### config.mk
export PLATFORM = sky130hd
export DESIGN_NAME = pc_gen_flat
export DESIGN_NICKNAME = d
export VERILOG_FILES = /design/src/rtl/pc_gen_pkg.sv /design/src/rtl/pc_gen_if.sv /design/src/rtl/pc_gen_npc_target.sv /design/src/rtl/pc_gen.sv /design/src/flat_wrapper.sv
export SDC_FILE = /design/constraint.sdc
export NUM_CORES = 1
export LEC_CHECK = 0
export BUFFER_PORTS_ARGS = -buffer_cell sky130_fd_sc_hd__buf_2
export CAP_MARGIN = 20
export CORE_ASPECT_RATIO = 1.2
export CORE_MARGIN = 1
export CORE_UTILIZATION = 35
export CTS_BUF_LIST = sky130_fd_sc_hd__clkbuf_8
export CTS_CLUSTER_DIAMETER = 30
export DETAILED_ROUTE_END_ITERATION = 16
export PLACE_DENSITY = 0.69
export SETUP_SLACK_MARGIN = 0.02
export SYNTH_ARGS = -nofsm -noshare
export SYNTH_HDL_FRONTEND = slang
export SYNTH_HIERARCHICAL = 1
export SYNTH_SLANG_ARGS = --single-unit
### constraint.sdc
create_clock -name clk -period 8.5 [get_ports clk]
set_clock_uncertainty 0.2 [all_clocks]
set_input_delay 0.425 -clock clk [delete_from_list [all_inputs] [get_ports clk]]
set_output_delay 0.425 -clock clk [all_outputs]
set_load 0.05 [all_outputs]
### src/rtl/pc_gen_pkg.sv
// Shared definitions for the fetch-stage PC generator and the decoder that drives it.
package pc_gen_pkg;

    typedef enum logic [2:0] {
        NPC_SEQ  = 3'd0,
        NPC_BR   = 3'd1,
        NPC_J    = 3'd2,
        NPC_JR   = 3'd3,
        NPC_ERET = 3'd4
    } npc_op_e;

    localparam logic [31:0] PC_RESET_DEF   = 32'h0000_3000;
    localparam logic [31:0] EXC_VECTOR_DEF = 32'h0000_4180;
    localparam logic [31:0] IMEM_BASE_DEF  = 32'h0000_3000;
    localparam logic [31:0] IMEM_BYTES_DEF = 32'h0000_4000;

endpackage

### src/rtl/pc_gen_if.sv
// Decode-stage control in, fetch PC, flags and debug counters out.
interface pc_gen_if #(
    parameter int ADDR_W = 32,
    parameter int CNT_W  = 32
);
    logic              stall;
    logic [2:0]        npc_op;
    logic              br_taken;
    logic [ADDR_W-1:0] pc_d;
    logic [15:0]       imm16;
    logic [25:0]       imm26;
    logic [ADDR_W-1:0] rs_val;
    logic [ADDR_W-1:0] epc;
    logic              exc_req;
    logic [ADDR_W-1:0] pc_f;
    logic [ADDR_W-1:0] pc_f4;
    logic              fetch_adel;
    logic              bd_f;
    logic              flush_f;
    logic              redirect;
    logic [CNT_W-1:0]  fetch_cnt;
    logic [CNT_W-1:0]  redir_cnt;

    modport master (
        output stall, npc_op, br_taken, pc_d, imm16, imm26, rs_val, epc, exc_req,
        input  pc_f, pc_f4, fetch_adel, bd_f, flush_f, redirect, fetch_cnt, redir_cnt
    );

    modport slave (
        input  stall, npc_op, br_taken, pc_d, imm16, imm26, rs_val, epc, exc_req,
        output pc_f, pc_f4, fetch_adel, bd_f, flush_f, redirect, fetch_cnt, redir_cnt
    );
endinterface

### src/rtl/pc_gen_npc_target.sv
// Combinational redirect target: branch, jump, register jump or eret, all relative to pc_d.
module pc_gen_npc_target
    import pc_gen_pkg::*;
#(
    parameter int ADDR_W = 32
) (
    input  npc_op_e           npc_op,
    input  logic [ADDR_W-1:0] pc_d,
    input  logic [15:0]       imm16,
    input  logic [25:0]       imm26,
    input  logic [ADDR_W-1:0] rs_val,
    input  logic [ADDR_W-1:0] epc,
    output logic [ADDR_W-1:0] target
);
    localparam logic [ADDR_W-1:0] LOW28 = ADDR_W'(28'hFFF_FFFF);

    logic [ADDR_W-1:0] pc_d4;
    logic [ADDR_W-1:0] br_off;
    logic [ADDR_W-1:0] j_tgt;

    assign pc_d4  = pc_d + ADDR_W'(4);
    assign br_off = {{(ADDR_W-18){imm16[15]}}, imm16, 2'b00};
    // Mask form keeps the region bits correct even when ADDR_W is exactly 28.
    assign j_tgt  = (pc_d4 & ~LOW28) | ADDR_W'({imm26, 2'b00});

    always_comb begin
        target = pc_d4 + br_off;
        case (npc_op)
            NPC_J:    target = j_tgt;
            NPC_JR:   target = rs_val;
            NPC_ERET: target = epc;
            default:  target = pc_d4 + br_off;
        endcase
    end
endmodule

### src/rtl/pc_gen.sv
// Fetch PC register with exception/stall/redirect priority, fetch flags and saturating debug counters.
module pc_gen
    import pc_gen_pkg::*;
#(
    parameter int                ADDR_W     = 32,
    parameter logic [ADDR_W-1:0] PC_RESET   = ADDR_W'(PC_RESET_DEF),
    parameter logic [ADDR_W-1:0] EXC_VECTOR = ADDR_W'(EXC_VECTOR_DEF),
    parameter logic [ADDR_W-1:0] IMEM_BASE  = ADDR_W'(IMEM_BASE_DEF),
    parameter logic [ADDR_W-1:0] IMEM_BYTES = ADDR_W'(IMEM_BYTES_DEF),
    parameter bit                DELAY_SLOT = 1'b1,
    parameter int                CNT_W      = 32
) (
    input logic     clk,
    input logic     reset,
    pc_gen_if.slave bus
);
    // One extra bit so a window touching the top of the address space does not wrap.
    localparam logic [ADDR_W:0] IMEM_END = {1'b0, IMEM_BASE} + {1'b0, IMEM_BYTES};

    npc_op_e           op;
    logic [ADDR_W-1:0] pc_q;
    logic [ADDR_W-1:0] pc_next;
    logic [ADDR_W-1:0] target;
    logic [CNT_W-1:0]  fetch_q;
    logic [CNT_W-1:0]  redir_q;
    logic              is_eret;
    logic              is_ctl;
    logic              advance;

    assign op      = npc_op_e'(bus.npc_op);
    assign is_eret = (op == NPC_ERET);
    assign is_ctl  = ((op == NPC_BR) && bus.br_taken) || (op == NPC_J) || (op == NPC_JR);
    assign advance = !bus.stall || bus.exc_req;

    pc_gen_npc_target #(.ADDR_W(ADDR_W)) u_target (
        .npc_op (op),
        .pc_d   (bus.pc_d),
        .imm16  (bus.imm16),
        .imm26  (bus.imm26),
        .rs_val (bus.rs_val),
        .epc    (bus.epc),
        .target (target)
    );

    always_comb begin
        pc_next = pc_q + ADDR_W'(4);
        if (bus.exc_req)
            pc_next = EXC_VECTOR;
        else if (bus.stall)
            pc_next = pc_q;
        else if (is_eret || is_ctl)
            pc_next = target;
    end

    assign bus.redirect = bus.exc_req || (!bus.stall && (is_eret || is_ctl));
    assign bus.flush_f  = bus.exc_req || (!bus.stall && is_eret)
                          || (!DELAY_SLOT && !bus.stall && is_ctl);
    // A not-taken branch still owns its slot, so br_taken is deliberately ignored.
    assign bus.bd_f     = DELAY_SLOT && ((op == NPC_BR) || (op == NPC_J) || (op == NPC_JR));

    assign bus.pc_f       = pc_q;
    assign bus.pc_f4      = pc_q + ADDR_W'(4);
    assign bus.fetch_adel = (pc_q[1:0] != 2'b00) || (pc_q < IMEM_BASE)
                            || ({1'b0, pc_q} >= IMEM_END);
    assign bus.fetch_cnt  = fetch_q;
    assign bus.redir_cnt  = redir_q;

    always_ff @(posedge clk) begin
        if (!reset) begin
            pc_q    <= PC_RESET;
            fetch_q <= '0;
            redir_q <= '0;
        end else begin
            pc_q <= pc_next;
            if (advance && (fetch_q != '1))
                fetch_q <= fetch_q + CNT_W'(1);
            if (bus.redirect && (redir_q != '1))
                redir_q <= redir_q + CNT_W'(1);
        end
    end
endmodule

### src/flat_wrapper.sv
// flat-port wrapper written by rule: the top's interface ports become plain ports
module pc_gen_flat import pc_gen_pkg::*;
#(
    parameter int                ADDR_W     = 32,
    parameter logic [ADDR_W-1:0] PC_RESET   = ADDR_W'(PC_RESET_DEF),
    parameter logic [ADDR_W-1:0] EXC_VECTOR = ADDR_W'(EXC_VECTOR_DEF),
    parameter logic [ADDR_W-1:0] IMEM_BASE  = ADDR_W'(IMEM_BASE_DEF),
    parameter logic [ADDR_W-1:0] IMEM_BYTES = ADDR_W'(IMEM_BYTES_DEF),
    parameter bit                DELAY_SLOT = 1'b1,
    parameter int                CNT_W      = 32
)
  (clk, reset, bus_stall, bus_npc_op, bus_br_taken, bus_pc_d, bus_imm16, bus_imm26, bus_rs_val, bus_epc, bus_exc_req, bus_pc_f, bus_pc_f4, bus_fetch_adel, bus_bd_f, bus_flush_f, bus_redirect, bus_fetch_cnt, bus_redir_cnt);
  pc_gen_if #(.ADDR_W(ADDR_W), .CNT_W(CNT_W)) bus_i ();
  input logic clk;
  input logic reset;
  input wire logic [$bits(bus_i.stall)-1:0] bus_stall;
  input wire logic [$bits(bus_i.npc_op)-1:0] bus_npc_op;
  input wire logic [$bits(bus_i.br_taken)-1:0] bus_br_taken;
  input wire logic [$bits(bus_i.pc_d)-1:0] bus_pc_d;
  input wire logic [$bits(bus_i.imm16)-1:0] bus_imm16;
  input wire logic [$bits(bus_i.imm26)-1:0] bus_imm26;
  input wire logic [$bits(bus_i.rs_val)-1:0] bus_rs_val;
  input wire logic [$bits(bus_i.epc)-1:0] bus_epc;
  input wire logic [$bits(bus_i.exc_req)-1:0] bus_exc_req;
  output wire logic [$bits(bus_i.pc_f)-1:0] bus_pc_f;
  output wire logic [$bits(bus_i.pc_f4)-1:0] bus_pc_f4;
  output wire logic [$bits(bus_i.fetch_adel)-1:0] bus_fetch_adel;
  output wire logic [$bits(bus_i.bd_f)-1:0] bus_bd_f;
  output wire logic [$bits(bus_i.flush_f)-1:0] bus_flush_f;
  output wire logic [$bits(bus_i.redirect)-1:0] bus_redirect;
  output wire logic [$bits(bus_i.fetch_cnt)-1:0] bus_fetch_cnt;
  output wire logic [$bits(bus_i.redir_cnt)-1:0] bus_redir_cnt;
  assign bus_i.stall = bus_stall;
  assign bus_i.npc_op = bus_npc_op;
  assign bus_i.br_taken = bus_br_taken;
  assign bus_i.pc_d = bus_pc_d;
  assign bus_i.imm16 = bus_imm16;
  assign bus_i.imm26 = bus_imm26;
  assign bus_i.rs_val = bus_rs_val;
  assign bus_i.epc = bus_epc;
  assign bus_i.exc_req = bus_exc_req;
  assign bus_pc_f = bus_i.pc_f;
  assign bus_pc_f4 = bus_i.pc_f4;
  assign bus_fetch_adel = bus_i.fetch_adel;
  assign bus_bd_f = bus_i.bd_f;
  assign bus_flush_f = bus_i.flush_f;
  assign bus_redirect = bus_i.redirect;
  assign bus_fetch_cnt = bus_i.fetch_cnt;
  assign bus_redir_cnt = bus_i.redir_cnt;
  pc_gen #(.ADDR_W(ADDR_W), .PC_RESET(PC_RESET), .EXC_VECTOR(EXC_VECTOR), .IMEM_BASE(IMEM_BASE), .IMEM_BYTES(IMEM_BYTES), .DELAY_SLOT(DELAY_SLOT), .CNT_W(CNT_W)) u_core (.clk(clk), .reset(reset), .bus(bus_i));
endmodule
==> metrics.md, run 1 <==
| Metric | Value |
|---|---|
| Status | finished, final reports clean |
| Hold WC Path Type | in -> reg |
| Fin crit share | 0.4760 |
| Hold_sp | bus_exc_req |
| Switch share | 0.3924 |
| Routability cong. | 0.9303 |
| PnR Total Power | 1.206 mW |
| Top post-synthesis cells by area | dfxtp_1, xnor2_1, a21oi_1 |
| Max Root-Sink Buffers | 2 |
| Worst r2r src | u_core/bus.pc_f[3]$_SDFFE_PP0N_ |
| Clock buffer count from CTS | 9 |
| Dpl cells | 1691 |
| Ys flop type | dfxtp_1 |
| Root buf cell | clkbuf_8 |
| Initial antenna violation count | 0 |
| Io pins | 278 |
| Grt ovf | 0 |
| Commonest cells post-synth | nand2_1, a21oi_1, dfxtp_1 |
| EDFF count, synth | 0 |
| CP Launch Type | input port |
| Routed Antenna Nets | 0 |
| Final Hold Fails | 0 |
| Hold slack | 287.3 ps |
| Top cell type's share of synthesized area | 0.2223 |
| All-Layer GR Usage | 0.2306 |
| DR iter-0 viols | 493 |
| Req. time, crit path | 8590 ps |
| R2R Setup Slk | 5340 ps |
| H-tree levels | 3 |
| Crit Path Max Fanout | 11 |
| Vias | 9694 |
| Max Freq | 0.2472 GHz |
| Residual DRC | 0 |
| R2R cell count | 6 |
| Clock Power Share | 0.243 |
| Share of post-route cells with drive strength above 1 | 0.2567 |
| Largest net degree at the start of global routing | 58 |
| #FFs+latches synth | 96 |
| First-pass DRT Iterations | 5 |
| Std-Cell Rows | 62 |
| Die height | 174.2 um |
| Hold buffer count at cts | 0 |
| Clock Pin Slew Worst Setup and Hold Paths | 100 ps |
| Die width | 145.5 um |
| Drt total wl | 29910 um |
| Wire per inst | 17.52 um |
| Worst vdd ir | 0.00005568 V |
| Post-CTS Setup Bufs | 0 |
| Top-count cell post-synth | nand2_1 |
| Worst-margin pin slew | 1001 ps |
| Design area | 10430 um^2 |
| Crit end category | flop |
| Total number of clock tree sinks | 96 |
| Starting Density | 0.3584 |
| Syn Area/Cell | 7.538 um^2 |
| Seq/Total Area, Yosys | 0.2223 |
| Net Count, Synth | 1331 |
| Netlist cell types | 78 |
| Max-cap violations | 0 |
| Post-CTS Resized | 0 |
| Core area | 24130 um^2 |
| Post-Synthesis Cells | 1147 |
| Slew Limit Fails | 0 |
| Post-Syn Area | 8646 um^2 |
| Combinational Power Share | 0.362 |
| Area grow syn2layout | 20.61% |
| Clk_lat worst skew | 380 ps |
| First-pass GRT wire length | 47350 um |
| Hpwl dp | 23500 um |
| WHS Endpoint | u_core/bus.pc_f[14]$_SDFFE_PN0P_ |
| Switching pwr | 0.4733 mW |
| Post-synth ARST share | 0 |
| Worst Hold Depth | 3 |
| Slew HR | 0.3325 |
| Post-DP Area | 10240 um^2 |
| Leading area contributor after synthesis | dfxtp_1 |
| Power Density | 115.7 nW/um^2 |
| Worst EP arrival | 4140 ps |
| Synth warnings | 6 |
| Final #Nets | 1566 |
| Port buffer count | 277 |
| Tmin final | 4046 ps |
| Setup TNS Final | 0 ps |
| Unrepaired setup endpoints after global routing | no |
| P_leak | 4.292 nW |
| Vias per inst | 5.679 |
| Vias in the first global route | 9138 |
| Part of the power in registers | 0.395 |
| Setup violators final | 0 |
| Antenna diodes | 0 |
| CTS tree | built |
| Reg2Reg Capture Point | u_core/bus.pc_f[30]$_SDFFE_PP0N_ |
| Final Instance Count excl. Fillers | 1707 |
| Internal power | 0.7328 mW |
| Die area | 25340 um^2 |
| Crit Path Category | in -> reg |
[worst max-delay path: stages]
cell,delay (ps)
buf_2,110
ha_1,210
nand3_1,150
nor4_4,390
nand4_1,160
xnor2_1,150
ha_1,450
and3_1,250
nand2_1,120
nor3_1,320
o21a_1,200
a31oi_1,50
a21o_1,220
or4_1,400
nand4_1,100
nand3_1,70
a21boi_0,140
a31oi_1,210
[kinds of logic after synthesis]
group,share of synthesized area
AND/OR/NAND/NOR,0.2890
AO/OA/AOI/OAI,0.2433
buffers and inverters,0.04660
flip-flops,0.2223
XOR/XNOR,0.09421
multiplexers,0.04877
adder cells (fa/ha/maj),0.05586
[area by class of cell]
| cell class | count | area [um^2] |
|---|---|---|
| timing repair buffer | 289 | 1476 |
| clock inverter | 6 | 50.05 |
| inverter | 32 | 120.1 |
| clock buffer | 10 | 137.6 |
| tap | 320 | 400.4 |
| fill | 2473 | 13700 |
| sequential | 96 | 1922 |
| multi-input combinational | 954 | 6321 |
[power by group through the flow]
stage          registers (mW)  logic [mW]  clock network (mW)
2_1_floorplan           0.516       0.266                   0
3_3_place_gp            0.486       0.430                   0
3_5_place_dp            0.487       0.431                   0
4_1_cts                 0.476       0.434               0.307
5_1_grt                 0.479       0.472               0.322
6_report                0.477       0.436               0.293
[routing by layer]
metal / vias to the layer above / share of wire / global-route usage
li1: 4753 / - / -
met1: 4532 / 0.44 / 0.2861
met2: 368 / 0.48 / 0.4071
met3: 41 / 0.060 / 0.03360
met4: 0 / 0.025 / 0.07500
met5: - / 0 / 0
[stage by stage]
stage                     utilization  worst slack (ps)
after floorplan                     -              4801
after global placement         0.4244              4193
after detailed placement       0.4244              4092
after CTS                      0.4322              4517
after global routing           0.4322              4148
final                          0.4322              4454
[sequential cells by signal, summed over array words and instances, names as in the netlist, named ones only]
register and flops:
u_core/bus.redir_cnt 32, u_core/bus.fetch_cnt 32, u_core/bus.pc_f 30
[placed cells by master, fill, tap and decap left out, types with 4 or more instances in the layout]
master / count
inv_1: 32
dfxtp_1: 96
nand2b_1: 11
a31o_2: 4
xor2_1: 25
nor4_4: 5
a211oi_1: 10
clkbuf_8: 10
o21ai_1: 5
buf_2: 277
nor2_1: 66
a31oi_1: 11
nor3_1: 13
or4_1: 21
a311oi_1: 6
ha_1: 37
nand4_1: 45
or2_2: 4
a21oi_1: 114
and3_1: 17
o221ai_1: 9
nor2b_1: 5
nand2_1: 117
o211ai_1: 11
xnor2_1: 68
and2_1: 9
or3_1: 34
mux2_2: 17
a21o_1: 25
o31ai_1: 18
buf_4: 12
and4_1: 4
o21ai_0: 64
mux2i_1: 23
o22ai_1: 14
nand3_1: 68
o21a_1: 6
nor4_1: 15
[worst max path at each step]
stage,start,depth (start not counted),end,slack [ps]
final,bus_pc_d[2],18,u_core/bus.pc_f[30]$_SDFFE_PP0N_,4450
after global routing,bus_pc_d[2],18,u_core/bus.pc_f[30]$_SDFFE_PP0N_,4150
after CTS,bus_pc_d[2],18,u_core/bus.pc_f[30]$_SDFFE_PP0N_,4520
after detailed placement,bus_pc_d[2],18,u_core/bus.pc_f[30]$_SDFFE_PP0N_,4090
after global placement,bus_pc_d[2],18,u_core/bus.pc_f[30]$_SDFFE_PP0N_,4190
after floorplan,bus_pc_d[5],17,u_core/bus.pc_f[30]$_SDFFE_PP0N_,4800
Note: power is estimated with default switching activity, not from simulation.
==> inputs of run 2 (changes only) <==
==> constraint.sdc (replaced) <==
create_clock -name clk -period 4.2 [get_ports clk]
set_clock_uncertainty 0.2 [all_clocks]
set_input_delay 0.21 -clock clk [delete_from_list [all_inputs] [get_ports clk]]
set_output_delay 0.21 -clock clk [all_outputs]
set_load 0.05 [all_outputs]
==> metrics.md, run 2 (synthesized netlist as in run 1, its figures left out) <==
| Metric | Value |
|---|---|
| Area grow syn2layout | 21.13% |
| Die width | 145.5 um |
| Core area | 24130 um^2 |
| Antenna diodes | 0 |
| First-pass GRT wire length | 47490 um |
| Starting Density | 0.3584 |
| Worst-margin pin slew | 1021 ps |
| Crit Path Category | in -> reg |
| Routed Antenna Nets | 0 |
| CP top delay family | simple AND/OR/NAND/NOR gates |
| Final Hold Fails | 0 |
| Final #Nets | 1572 |
| CP peak stage delay | 400 ps |
| Wire per inst | 17.64 um |
| Post-place setup slack | 201.6 ps |
| P_leak | 4.322 nW |
| Worst Hold Depth | 2 |
| Clock buffer count from CTS | 9 |
| CP Launch Type | input port |
| Max Freq | 0.2771 GHz |
| Drt total wl | 30210 um |
| Io pins | 278 |
| Max Root-Sink Buffers | 2 |
| Vias in the first global route | 9110 |
| Reg2Reg Capture Point | u_core/bus.pc_f[30]$_SDFFE_PP0N_ |
| PnR Total Power | 2.458 mW |
| Hold_sp | reset |
| Unrepaired setup endpoints after global routing | no |
| Buffers & Inverters on Critical Path | 1 |
| All-Layer GR Usage | 0.2325 |
| Worst r2r src | u_core/bus.pc_f[3]$_SDFFE_PP0N_ |
| Residual DRC | 0 |
| Crit end category | flop |
| Req. time, crit path | 4290 ps |
| Hpwl dp | 23970 um |
| Die height | 174.2 um |
| DR iter-0 viols | 431 |
| R2R cell count | 6 |
| R2R Setup Slk | 1440 ps |
| H-tree levels | 3 |
| Largest net degree at the start of global routing | 58 |
| Fin crit share | 0.8594 |
| Post-CTS Setup Bufs | 0 |
| Total number of clock tree sinks | 96 |
| Power Density | 234.7 nW/um^2 |
| Worst vdd ir | 0.0001327 V |
| Setup TNS Final | 0 ps |
| Critical-path cell list | buf_2 > ha_1 > nand3_1 > nor4_4 > nand4_1 > xnor2_1 > ha_1 > and3_1 > nand2_1 > nor3_1 > o21a_1 > a31oi_1 > a21o_1 > or4_1 > nand4_1 > nand3_1 > a21boi_0 > a31oi_1 |
| Commonest non-fill, non-tap cell in the layout | buf_2 |
| Port buffer count | 277 |
| Die area | 25340 um^2 |
| Grt ovf | 0 |
| Clock Pin Slew Worst Setup and Hold Paths | 100 ps |
| Max-cap violations | 0 |
| Hold buffer count at cts | 0 |
| Crit Path Max Fanout | 5 |
| Slew HR | 0.3193 |
| Routability cong. | 0.9166 |
| Vias | 9743 |
| Hold WC Path Type | in -> reg |
| Root buf cell | clkbuf_8 |
| WHS Endpoint | u_core/bus.fetch_cnt[31]$_SDFFE_PN0P_ |
| Slowest library cell on the worst path | or4_1 |
| Slew Limit Fails | 0 |
| Setup violators final | 0 |
| Most frequent cells in the layout | buf_2, nand2_1, a21oi_1, dfxtp_1 |
| First-pass DRT Iterations | 4 |
| Worst EP arrival | 3700 ps |
| CTS tree | built |
| Tmin final | 3609 ps |
| Post-CTS Resized | 0 |
| Vias per inst | 5.688 |
| Status | finished, final reports clean |
| Final WS setup | 590.7 ps |
| Share of post-route cells with drive strength above 1 | 0.2599 |
| Clk_lat worst skew | 380 ps |
| Std-Cell Rows | 62 |
| Initial antenna violation count | 0 |
-- run 2: changes by cell type in the layout (fill, tap and decap cells not counted) --
cell	change
buf_4	+6
-- run 2: worst max-delay path by stage --
stage | from | endpoint | slack (ps) | depth (start not counted)
CTS | bus_pc_d[2] | u_core/bus.pc_f[30]$_SDFFE_PP0N_ | 600 | 18
global route | bus_pc_d[2] | u_core/bus.pc_f[30]$_SDFFE_PP0N_ | 240 | 19
global placement | bus_pc_d[2] | u_core/bus.pc_f[30]$_SDFFE_PP0N_ | 200 | 18
finish | bus_pc_d[2] | u_core/bus.pc_f[30]$_SDFFE_PP0N_ | 590 | 18
detailed placement | bus_pc_d[2] | u_core/bus.pc_f[30]$_SDFFE_PP0N_ | 200 | 18
floorplan | bus_pc_d[5] | u_core/bus.pc_f[30]$_SDFFE_PP0N_ | 720 | 17
-- run 2: metal layers --
| metal | wire, um | track usage |
|---|---|---|
| met2 | 14440 | 0.4020 |
| met4 | 895 | 0.08947 |
| met5 | 0 | 0 |
| met3 | 1942 | 0.03570 |
| met1 | 12940 | 0.2889 |
-- run 2: area by class of cell --
| type | count | area [um^2] |
|---|---|---|
| clock inverters | 6 | 50.05 |
| inverters | 32 | 120.1 |
| flip-flops and latches | 96 | 1922 |
| fillers | 2512 | 13650 |
| clock buffers | 10 | 137.6 |
| well taps | 320 | 400.4 |
| multi-input cells | 954 | 6321 |
| repair buffers | 295 | 1521 |
-- run 2: stage by stage --
step           area [um^2]  utilization  std cells  hold slack [ps]
3_5_place_dp         10280       0.4263       1697            284.5
3_3_place_gp         10280       0.4263       1697            272.6
4_1_cts              10470       0.4341       1713            47.03
2_1_floorplan         8646            -       1147            159.9
5_1_grt              10470       0.4341       1713            69.80
6_report             10470       0.4341       1713            74.29
-- run 2: power breakdown --
part / internal [mW] / switching [mW] / total, mW / leakage (nW)
registers: 0.930 / 0.0337 / 0.964 / 0.777
clock network: 0.240 / 0.368 / 0.608 / 0.0952
logic: 0.316 / 0.570 / 0.886 / 3.45
total: 1.49 / 0.971 / 2.46 / 4.32
==> inputs of run 3 (changes only) <==
--- a/config.mk
+++ b/config.mk
@@ -9,11 +9,11 @@
 export CAP_MARGIN = 20
 export CORE_ASPECT_RATIO = 1.2
 export CORE_MARGIN = 1
-export CORE_UTILIZATION = 35
+export CORE_UTILIZATION = 39
 export CTS_BUF_LIST = sky130_fd_sc_hd__clkbuf_8
 export CTS_CLUSTER_DIAMETER = 30
 export DETAILED_ROUTE_END_ITERATION = 16
-export PLACE_DENSITY = 0.69
+export PLACE_DENSITY = 0.74
 export SETUP_SLACK_MARGIN = 0.02
 export SYNTH_ARGS = -nofsm -noshare
 export SYNTH_HDL_FRONTEND = slang
==> constraint.sdc (replaced) <==
create_clock -name clk -period 4.5 [get_ports clk]
set_clock_uncertainty 0.2 [all_clocks]
set_input_delay 0.225 -clock clk [delete_from_list [all_inputs] [get_ports clk]]
set_output_delay 0.225 -clock clk [all_outputs]
set_load 0.05 [all_outputs]
==> metrics.md, run 3 (synthesized netlist as in run 1, its figures left out) <==
| Metric | Value |
|---|---|
| Wire per inst | 17.50 um |
| CTS tree | built |
| Residual DRC | 0 |
| Commonest non-fill, non-tap cell in the layout | buf_2 |
| Status | finished, final reports clean |
| Req. time, crit path | 4590 ps |
| Port buffer count | 277 |
| Worst EP arrival | 3750 ps |
| Hold WC Path Type | in -> reg |
| Crit Path Category | in -> reg |
| Max Freq | 0.2729 GHz |
| Routability cong. | 0.9462 |
| Post-CTS Resized | 0 |
| Setup violators final | 0 |
| Clock Pin Slew Worst Setup and Hold Paths | 100 ps |
| Dpl cells | 1645 |
| Antenna diodes | 0 |
| First-pass DRT Iterations | 5 |
| Crit end category | flop |
| Max-cap violations | 0 |
| Clock buffer count from CTS | 9 |
| Die area | 22770 um^2 |
| P_leak | 4.298 nW |
| Hold buffer count at cts | 0 |
| Std-Cell Rows | 59 |
| Hpwl dp | 22850 um |
| Die width | 137.9 um |
| Root buf cell | clkbuf_8 |
| Drt total wl | 29070 um |
| Unrepaired setup endpoints after global routing | no |
| Vias per inst | 5.869 |
| Grt ovf | 0 |
| Final Instance Count excl. Fillers | 1661 |
| Die height | 165.1 um |
| H-tree levels | 3 |
| Worst vdd ir | 0.0001431 V |
| Routed Antenna Nets | 0 |
| Area grow syn2layout | 20.03% |
| Setup TNS Final | 0 ps |
| Fin crit share | 0.8144 |
| Core area | 21700 um^2 |
| Share of post-route cells with drive strength above 1 | 0.2567 |
| Vias in the first global route | 8757 |
| Tmin final | 3665 ps |
| Initial antenna violation count | 0 |
| DR iter-0 viols | 495 |
| Largest net degree at the start of global routing | 58 |
| First-pass GRT wire length | 44420 um |
| Total number of clock tree sinks | 96 |
| Most frequent cells in the layout | buf_2, nand2_1, a21oi_1, dfxtp_1 |
| Final Hold Fails | 0 |
| Vias | 9748 |
| Crit Path Max Fanout | 8 |
| Max Root-Sink Buffers | 2 |
| Clk_lat worst skew | 370 ps |
| Starting Density | 0.3984 |
| All-Layer GR Usage | 0.2476 |
| Post-CTS Setup Bufs | 0 |
| Worst-margin pin slew | 981.7 ps |
| CP Launch Type | input port |
| Power Density | 220.5 nW/um^2 |
| Io pins | 278 |
| Final #Nets | 1566 |
| Slew Limit Fails | 0 |
| Slew HR | 0.3455 |
run 3: where the power goes:
group          switching, mW  total, mW  internal (mW)
clock network          0.331      0.572          0.241
logic                  0.525      0.817          0.292
registers             0.0317      0.900          0.868
total                  0.888       2.29           1.40
run 3: per-stage QoR:
| stage | worst slack [ps] | power, mW | util | cell area (um^2) | hold WS, ps |
|---|---|---|---|---|---|
| finish | 835.1 | 2.289 | 0.4782 | 10380 | 109.8 |
| global route | 555.2 | 2.415 | 0.4782 | 10380 | 93.80 |
| CTS | 879.6 | 2.304 | 0.4782 | 10380 | 73.19 |
| detailed placement | 479.2 | 1.726 | 0.4692 | 10180 | 287.3 |
| global placement | 528.3 | 1.721 | 0.4692 | 10180 | 276.8 |
| floorplan | 1001 | 1.476 | - | 8646 | 174.9 |
run 3: worst max-delay path, stage by stage:
cell      delay [ps]
buf_2            110
ha_1             220
nand3_1          170
nor4_4           390
nand2_1          120
xnor2_1          140
ha_1             410
and3_1           220
nand2_1           90
nor3_1           310
o21a_1           190
a31oi_1           50
a21o_1           210
or4_1            400
nand4_1          110
nand3_1           70
a21boi_0         130
a31oi_1          200
run 3: per-layer routing:
layer,vias up,wire [um],part of all wire,global-route usage
li1,4755,-,-,-
met1,4535,12420,0.43,0.3134
met2,400,13850,0.48,0.4200
met3,58,1821,0.063,0.03266
met4,0,973,0.033,0.09980
met5,-,0,0,0
run 3: final timing paths:
path	from	endpoint	slack (ps)	cells past startpoint
setup / recovery	bus_pc_d[2]	u_core/bus.pc_f[30]$_SDFFE_PP0N_	840	18
hold / removal	reset	u_core/bus.redir_cnt[1]$_SDFFE_PN0P_	110	3
setup reg to reg	u_core/bus.pc_f[2]$_SDFFE_PP0N_	u_core/bus.pc_f[30]$_SDFFE_PP0N_	1400	6
hold reg to reg	u_core/bus.redir_cnt[31]$_SDFFE_PN0P_	u_core/bus.redir_cnt[31]$_SDFFE_PN0P_	310	2
run 3: layout make-up:
cell class / instances / area (um^2)
sequential: 96 / 1922
multi-input combinational: 954 / 6321
clock inverter: 5 / 43.79
timing repair buffer: 289 / 1476
tap: 274 / 342.8
inverter: 32 / 120.1
fill: 2219 / 11330
clock buffer: 11 / 151.4
